## src/rtl/refresh_executor.sv

```systemverilog
// Refresh executor: drains the scheduler, precharges open banks and issues NUM_REF
// auto-refresh commands with tRP/tRFC spacing, then acknowledges with refresh_done.
module refresh_executor #(
  parameter int T_RP    = 3,
  parameter int T_RFC   = 350,
  parameter int NUM_REF = 1,
  parameter int NBANKS  = 8,
  parameter int CNT_W   = 16
) (
  input  logic              sys_clk,
  input  logic              sys_rst_n,
  input  logic              refresh_needed,
  output logic              refresh_done,
  output logic              hold_traffic,
  input  logic              traffic_idle,
  input  logic [NBANKS-1:0] bank_open,
  output logic              cmd_valid,
  input  logic              cmd_ready,
  output logic [1:0]        cmd,
  output logic              busy
);

  typedef enum logic [2:0] {
    IDLE, DRAIN, PREA, WAIT_RP, REF, WAIT_RFC, DONE
  } state_t;

  localparam logic [1:0] CMD_NOP  = 2'd0;
  localparam logic [1:0] CMD_PREA = 2'd1;
  localparam logic [1:0] CMD_REF  = 2'd2;

  state_t           state_q, state_d;
  logic [CNT_W-1:0] cnt_q, cnt_d;
  logic [3:0]       ref_left_q, ref_left_d;
  logic             lockout_q, lockout_d;
  logic             done_d, hold_d, valid_d, busy_d;
  logic [1:0]       cmd_d;

  // NOTE: every variable gets a default at the top of always_comb so no path
  // leaves it unassigned and no latch is inferred.
  always_comb begin
    state_d    = state_q;
    cnt_d      = cnt_q;
    ref_left_d = ref_left_q;
    unique case (state_q)
      IDLE: begin
        if (refresh_needed && !lockout_q) begin
          state_d    = DRAIN;
          ref_left_d = 4'(NUM_REF);
        end
      end
      DRAIN: begin
        if (traffic_idle) state_d = (|bank_open) ? PREA : REF;
      end
      PREA: begin
        if (cmd_valid && cmd_ready) begin
          state_d = WAIT_RP;
          cnt_d   = CNT_W'(T_RP - 1);
        end
      end
      WAIT_RP: begin
        if (cnt_q == '0) state_d = REF;
        else             cnt_d   = cnt_q - CNT_W'(1);
      end
      REF: begin
        if (cmd_valid && cmd_ready) begin
          state_d    = WAIT_RFC;
          cnt_d      = CNT_W'(T_RFC - 1);
          ref_left_d = ref_left_q - 4'd1;
        end
      end
      WAIT_RFC: begin
        if (cnt_q == '0) state_d = (ref_left_q != 4'd0) ? REF : DONE;
        else             cnt_d   = cnt_q - CNT_W'(1);
      end
      DONE:    state_d = IDLE;
      default: state_d = IDLE;
    endcase

    // Outputs are registered, so they are decoded from the state being entered.
    lockout_d = (state_q == DONE);
    busy_d    = (state_d != IDLE);
    done_d    = (state_d == DONE);
    hold_d    = state_d inside {DRAIN, PREA, WAIT_RP, REF, WAIT_RFC};
    valid_d   = state_d inside {PREA, REF};
    cmd_d     = (state_d == PREA) ? CMD_PREA :
                (state_d == REF)  ? CMD_REF  : CMD_NOP;
  end

  // NOTE: sequential state uses non-blocking assignments so every register
  // samples the pre-edge values regardless of statement order.
  always_ff @(posedge sys_clk) begin
    if (!sys_rst_n) begin
      // NOTE: reset here covers all control state; there is no memory to clear.
      state_q      <= IDLE;
      cnt_q        <= '0;
      ref_left_q   <= '0;
      lockout_q    <= 1'b0;
      refresh_done <= 1'b0;
      hold_traffic <= 1'b0;
      cmd_valid    <= 1'b0;
      cmd          <= CMD_NOP;
      busy         <= 1'b0;
    end else begin
      state_q      <= state_d;
      cnt_q        <= cnt_d;
      ref_left_q   <= ref_left_d;
      lockout_q    <= lockout_d;
      refresh_done <= done_d;
      hold_traffic <= hold_d;
      cmd_valid    <= valid_d;
      cmd          <= cmd_d;
      busy         <= busy_d;
    end
  end

endmodule

```

## config.mk

```make
export PLATFORM = sky130hd
export DESIGN_NAME = refresh_executor
export DESIGN_NICKNAME = d
export VERILOG_FILES = /design/src/rtl/refresh_executor.sv
export SDC_FILE = /design/constraint.sdc
export NUM_CORES = 1
export LEC_CHECK = 0
export BUFFER_PORTS_ARGS = -buffer_cell sky130_fd_sc_hd__buf_2
export CAP_MARGIN = 20
export CELL_PAD_IN_SITES_DETAIL_PLACEMENT = 1
export CELL_PAD_IN_SITES_GLOBAL_PLACEMENT = 1
export CORE_MARGIN = 2
export CORE_UTILIZATION = 39
export CTS_CLUSTER_SIZE = 30
export DETAILED_ROUTE_END_ITERATION = 6
export PLACE_DENSITY = 0.78
export SLEW_MARGIN = 20
export SYNTH_ARGS = -nofsm -noshare
export SYNTH_HDL_FRONTEND = slang
export SYNTH_SLANG_ARGS = --single-unit
```

## constraint.sdc

```tcl
create_clock -name sys_clk -period 1.9 [get_ports sys_clk]
set_clock_uncertainty 0.05 [all_clocks]
set_input_delay 0.38 -clock sys_clk [delete_from_list [all_inputs] [get_ports sys_clk]]
set_output_delay 0.38 -clock sys_clk [all_outputs]
set_load 0.02 [all_outputs]
```

Word-level counts from Yosys, hierarchy flattened

Cells that the tools add are included.

Bitwise gates (word level): 1
Add/subtract/negate cells: 2
Muxes and demuxes: 18
$lt $le $gt $ge: 0
Shift-type cells: 0
Div/mod/pow operators: 0
Reduce and logical (&&, ||, !) cells: 16
Equal/unequal tests: 16
Multipliers: 0

Operators by type and width:

| operator              | count |
|---|---|
| $mux 16               | 3 |
| $pmux 16 s3           | 1 |
| $mux 3                | 7 |
| $eq 3x3->1 const B    | 6 |
| $pmux 3 s6            | 1 |
| $logic_not 16->1      | 1 |
| $sub 16x1->16 const B | 1 |
| $eq 3x2->1 const B    | 4 |
| $mux 4                | 2 |
| $ne 2x2->1 const B    | 4 |
| $pmux 4 s2            | 1 |
| $reduce_or 8->1       | 1 |
| $eq 3x1->1 const B    | 2 |
| $reduce_bool 3->1     | 2 |
| $reduce_bool 5->1     | 1 |
| $mux 2                | 2 |
| $reduce_and 4->1      | 1 |
| $reduce_bool 2->1     | 2 |
| $reduce_bool 4->1     | 1 |
| $reduce_or 2->1       | 2 |
| $sub 4x1->4 const B   | 1 |
| $logic_not 3->1       | 1 |
| $reduce_and 3->1      | 1 |
| $logic_and 1x1->1     | 2 |
| 3 further kinds       | 3 |

Latch bits: 0
Memories kept: 0
Flip-flop bits (word level): 30
ROM bits: 0
Bits in writable memories: 0

Depth between registers and ports, before layout

Depth in word-level cells: 7
Depth in mapped cells: 8
Mapped depth without buffers: 8

Worst setup path after synthesis

No wires, ideal clock.

Path kind: register -> register
From: register cnt_q[0]
To: register cnt_q[12]
Arrival: 1.907 ns
Buffers on the path: 0
Setup time: 0.070 ns
Data required time: 1.780 ns
Cell stages (with the launch flop): 8
Path slack: -0.127 ns
Path through: dfxtp_1 -> inv_1 -> ha_1 -> nor3b_1 -> nand3_1 -> a221o_1 -> or4_1 -> a21oi_1

Longest elaborated chain between the ends: 3

Ends and longest elaborated chain:

| item                                                     | RTL line | text |
|---|---|---|
| start, declared                                          | 32       | `logic [CNT_W-1:0] cnt_q, cnt_d;` |
| start signal, assigned                                   | 105      | `cnt_q <= cnt_d;` |
| $sub 16x1->16 / $logic_not 16->1 (equally long branches) | --       |  |
| $mux 16 / $ne 2x2->1 (equally long branches)             | --       |  |
| $pmux 16 s3 / $reduce_and 4->1 (equally long branches)   | --       |  |

Several ways; a longest one is shown, not always the timed one. The select of a mux whose other input is x is not followed.
A chain may end at the register's enable or synchronous reset.

Worst setup path in the final report

From: register cnt_q[1]
To: register cnt_q[14]

Same word-level chain as after synthesis.

==> flow_summary_export.csv <==
group,metric,value,unit
drt,wl_per_cell,20.5,um
critical_path,cp_max_fo,3,
cells_and_area,nets,268,
timing,finalCritPeriodShare,108,%
critical_path,crit_required,2060,ps
drt,drt-total-wl,6200,um
cts,numCtsBuffers,5,
synthesis,yosys.area.top_type,"dfxtp_1",
placed_design,place.gp.congestion,0.880,
timing,rsz0062_at_grt,"true",
placed_design,dp_hpwl,3930,um
cts,cts_sinks,30,
synthesis,ys_types,47,
grt,grt_overflow,0,
min_path,hold_path_depth,3,
timing,setup_violations,15,
drt,antenna_left,0,
timing,whs,422,ps
synthesis,synth_top_area_share,37.2,%
timing,tightest_slew,479,ps
drt,route.detailed.drc,0,
cells_and_area,fillers,476,
timing,maxSlewViolCount,0,
cells_and_area,synthToLayoutAreaGrowth,40.0,%
grt,grt_antenna_before_repair,0,
floorplan,pin_count,19,
grt,grt_pass1_wl,9050,um
cts,clk_pin_slew,70,ps
cts,cts_tree,"yes",
min_path,hp-class,"in -> reg",
flow_run,cap_viol_max_count,0,
synthesis,syn_inst,192,
placed_design,io_buffers,18,
synthesis,synth.avg_cell_area,8.41,um^2
timing,finalWorstSetupSlack,-146,ps
floorplan,fp.dieW,68.3,um
status,violations,"negative setup slack",
critical_path,worstSetupEndpointType,"register",
cts,postCtsHoldBufs,0,
floorplan,die_area,4670,um^2
cells_and_area,drive_gt1_share,37.7,%
pwr,power,1.38,mW
cells_and_area,final_cell_mix,"buf_4 (42), dfxtp_1 (28), buf_2 (18)",
floorplan,core,4000,um^2
synthesis,synth_seq_cells,30,
floorplan,start_util,40.4,%
synthesis,synth_flop_cell,"dfxtp_1",
pwr,ir_drop,314,uV
drt,drt-pass1-iter-count,4,
floorplan,fp.dieH,68.3,um
synthesis,synth-edff-count,0,
drt,viasPerCell,5.92,
pwr,power_density,609,nW/um^2
grt,grt_pass1_vias,1844,
pwr,leakagePower,0.998,nW
cells_and_area,layout_commonest_cell,"buf_4",
critical_path,start_kind,"register",
cts,cts-root-buf,"clkbuf_8",
critical_path,critPathArrivalTime,2210,ps
timing,timing.final.hold_violations,0,
timing,maxSlewHeadroom,68.0,%
synthesis,ys_warn_count,0,
grt,grtUsageTotal,26.7,%
synthesis,synth_nets,208,
timing,max_freq,489,MHz
drt,vias,1788,
cells_and_area,antenna_cells,0,
cts,insertion_delay,280,ps
drt,drtIter0Drc,79,
synthesis,yosysSeqAreaShare,37.2,%
grt,grt_max_degree,16,
timing,period_minus_slack,2050,ps
synthesis,async_reset_ff_share,0,%
cts,htreeDepth,2,
floorplan,rows,23,
critical_path,crit_type,"reg -> reg",
critical_path,rr_worst_depth,9,
status,status,"finished with violations",
cts,clockBufferDepth,2,
synthesis,synth.area.top_cells,"dfxtp_1 (37%), a21oi_1 (4.7%), nand2_1 (4.0%), nor2_1 (3.5%), inv_1 (2.6%)",
synthesis,synth_area,1610,um^2
Yosys cell counts, types with 2 or more instances:
cell type  number
a41o_1          2
and4_1          2
nand2b_1        2
nor3b_1         2
a31oi_1         3
buf_2           4
ha_1            3
mux2i_1         3
a21oi_1        15
buf_6           3
a211oi_1        2
nand4_1         4
o21a_1          2
nor4_1          5
xor2_1          2
clkbuf_1        4
o2111ai_1       3
a31o_2          2
a32o_1          4
or3_1           5
nor3_1          8
nor2_1         15
xnor2_1         2
nand3_1         7
dfxtp_1        30
a2111o_1        3
o21ai_0         5
o22ai_1         5
inv_1          11
nand2_1        17
per-stage QoR:
stage | cells | instance area (um^2) | setup TNS [ps] | utilization, % | setup slack (ps)
6_report | 302 | 2260 | -1020 | 56.5 | -146
3_5_place_dp | 287 | 1990 | -1120 | 49.7 | -205
2_1_floorplan | 192 | 1620 | -49.4 | - | -49.4
4_1_cts | 298 | 2140 | -78.5 | 53.4 | -71.3
3_3_place_gp | 287 | 1990 | -81.6 | 49.7 | -54.4
5_1_grt | 302 | 2260 | -2010 | 56.5 | -186
layout make-up:
| class | count | area, um^2 | share of cell area, % |
|---|---|---|---|
| well taps | 50 | 62.6 | 2.77 |
| inverters | 11 | 41.3 | 1.83 |
| flip-flops and latches | 30 | 603 | 26.7 |
| multi-input cells | 140 | 1010 | 44.6 |
| clock buffers | 7 | 76.3 | 3.38 |
| repair buffers | 64 | 468 | 20.7 |
cells by family (layout without fill, tap and decap cells):
family          count (synthesis)  after routing  synth area share (%)
buf+inv                        22             82                  6.82
fa+ha+maj                       3              3                  2.33
flops                          30             30                  37.2
compound gates                 53             53                  23.3
mux                             3              3                  1.86
xor+xnor                        5              5                  3.18
simple gates                   76             76                  25.3
worst paths after layout:
kind,from,endpoint,slack [ps]
min reg2reg,cnt_q[12],cnt_q[12],450
min,sys_rst_n,ref_left_q[3],420
max,cnt_q[1],cnt_q[14],-150
max reg2reg,cnt_q[1],cnt_q[14],-150
where the power goes:
group,total (mW),switching (mW),internal [mW]
combinational,0.227,0.134,0.0926
sequential,0.658,0.00993,0.648
clock,0.491,0.239,0.252
flip-flops by register name (all words and copies together) (netlist names):
| signal | flops |
|---|---|
| busy | 1 |
| cmd | 2 |
| cmd_valid | 1 |
| cnt_q | 16 |
| hold_traffic | 1 |
| lockout_q | 1 |
| ref_left_q | 4 |
| refresh_done | 1 |
| state_q | 3 |
per-layer routing:
metal / vias up / part of all wire, % / global-route usage (%) / wire (um)
li1: 832 / - / - / -
met1: 898 / 42 / 32.6 / 2610
met2: 51 / 52 / 45.4 / 3230
met3: 7 / 4.8 / 5.92 / 297
met4: 0 / 0.95 / 10.3 / 59
met5: - / 0 / 0 / 0
critical path, stage by stage (launching register included):
cell	delay (ps)
dfxtp_2	350
inv_2	70
ha_4	170
nor4b_4	130
buf_4	170
o21a_1	110
a221o_1	360
buf_6	130
or3_1	300
a21oi_1	130
what timing repair did:
action | 4_1_cts | 5_1_grt
buffers inserted | 4 | 4
setup endpoints to repair | 21 | 18
pin swaps | 9 | 10
resized for setup | 12 | 15
No activity file was read; power rests on OpenSTA's default activity.
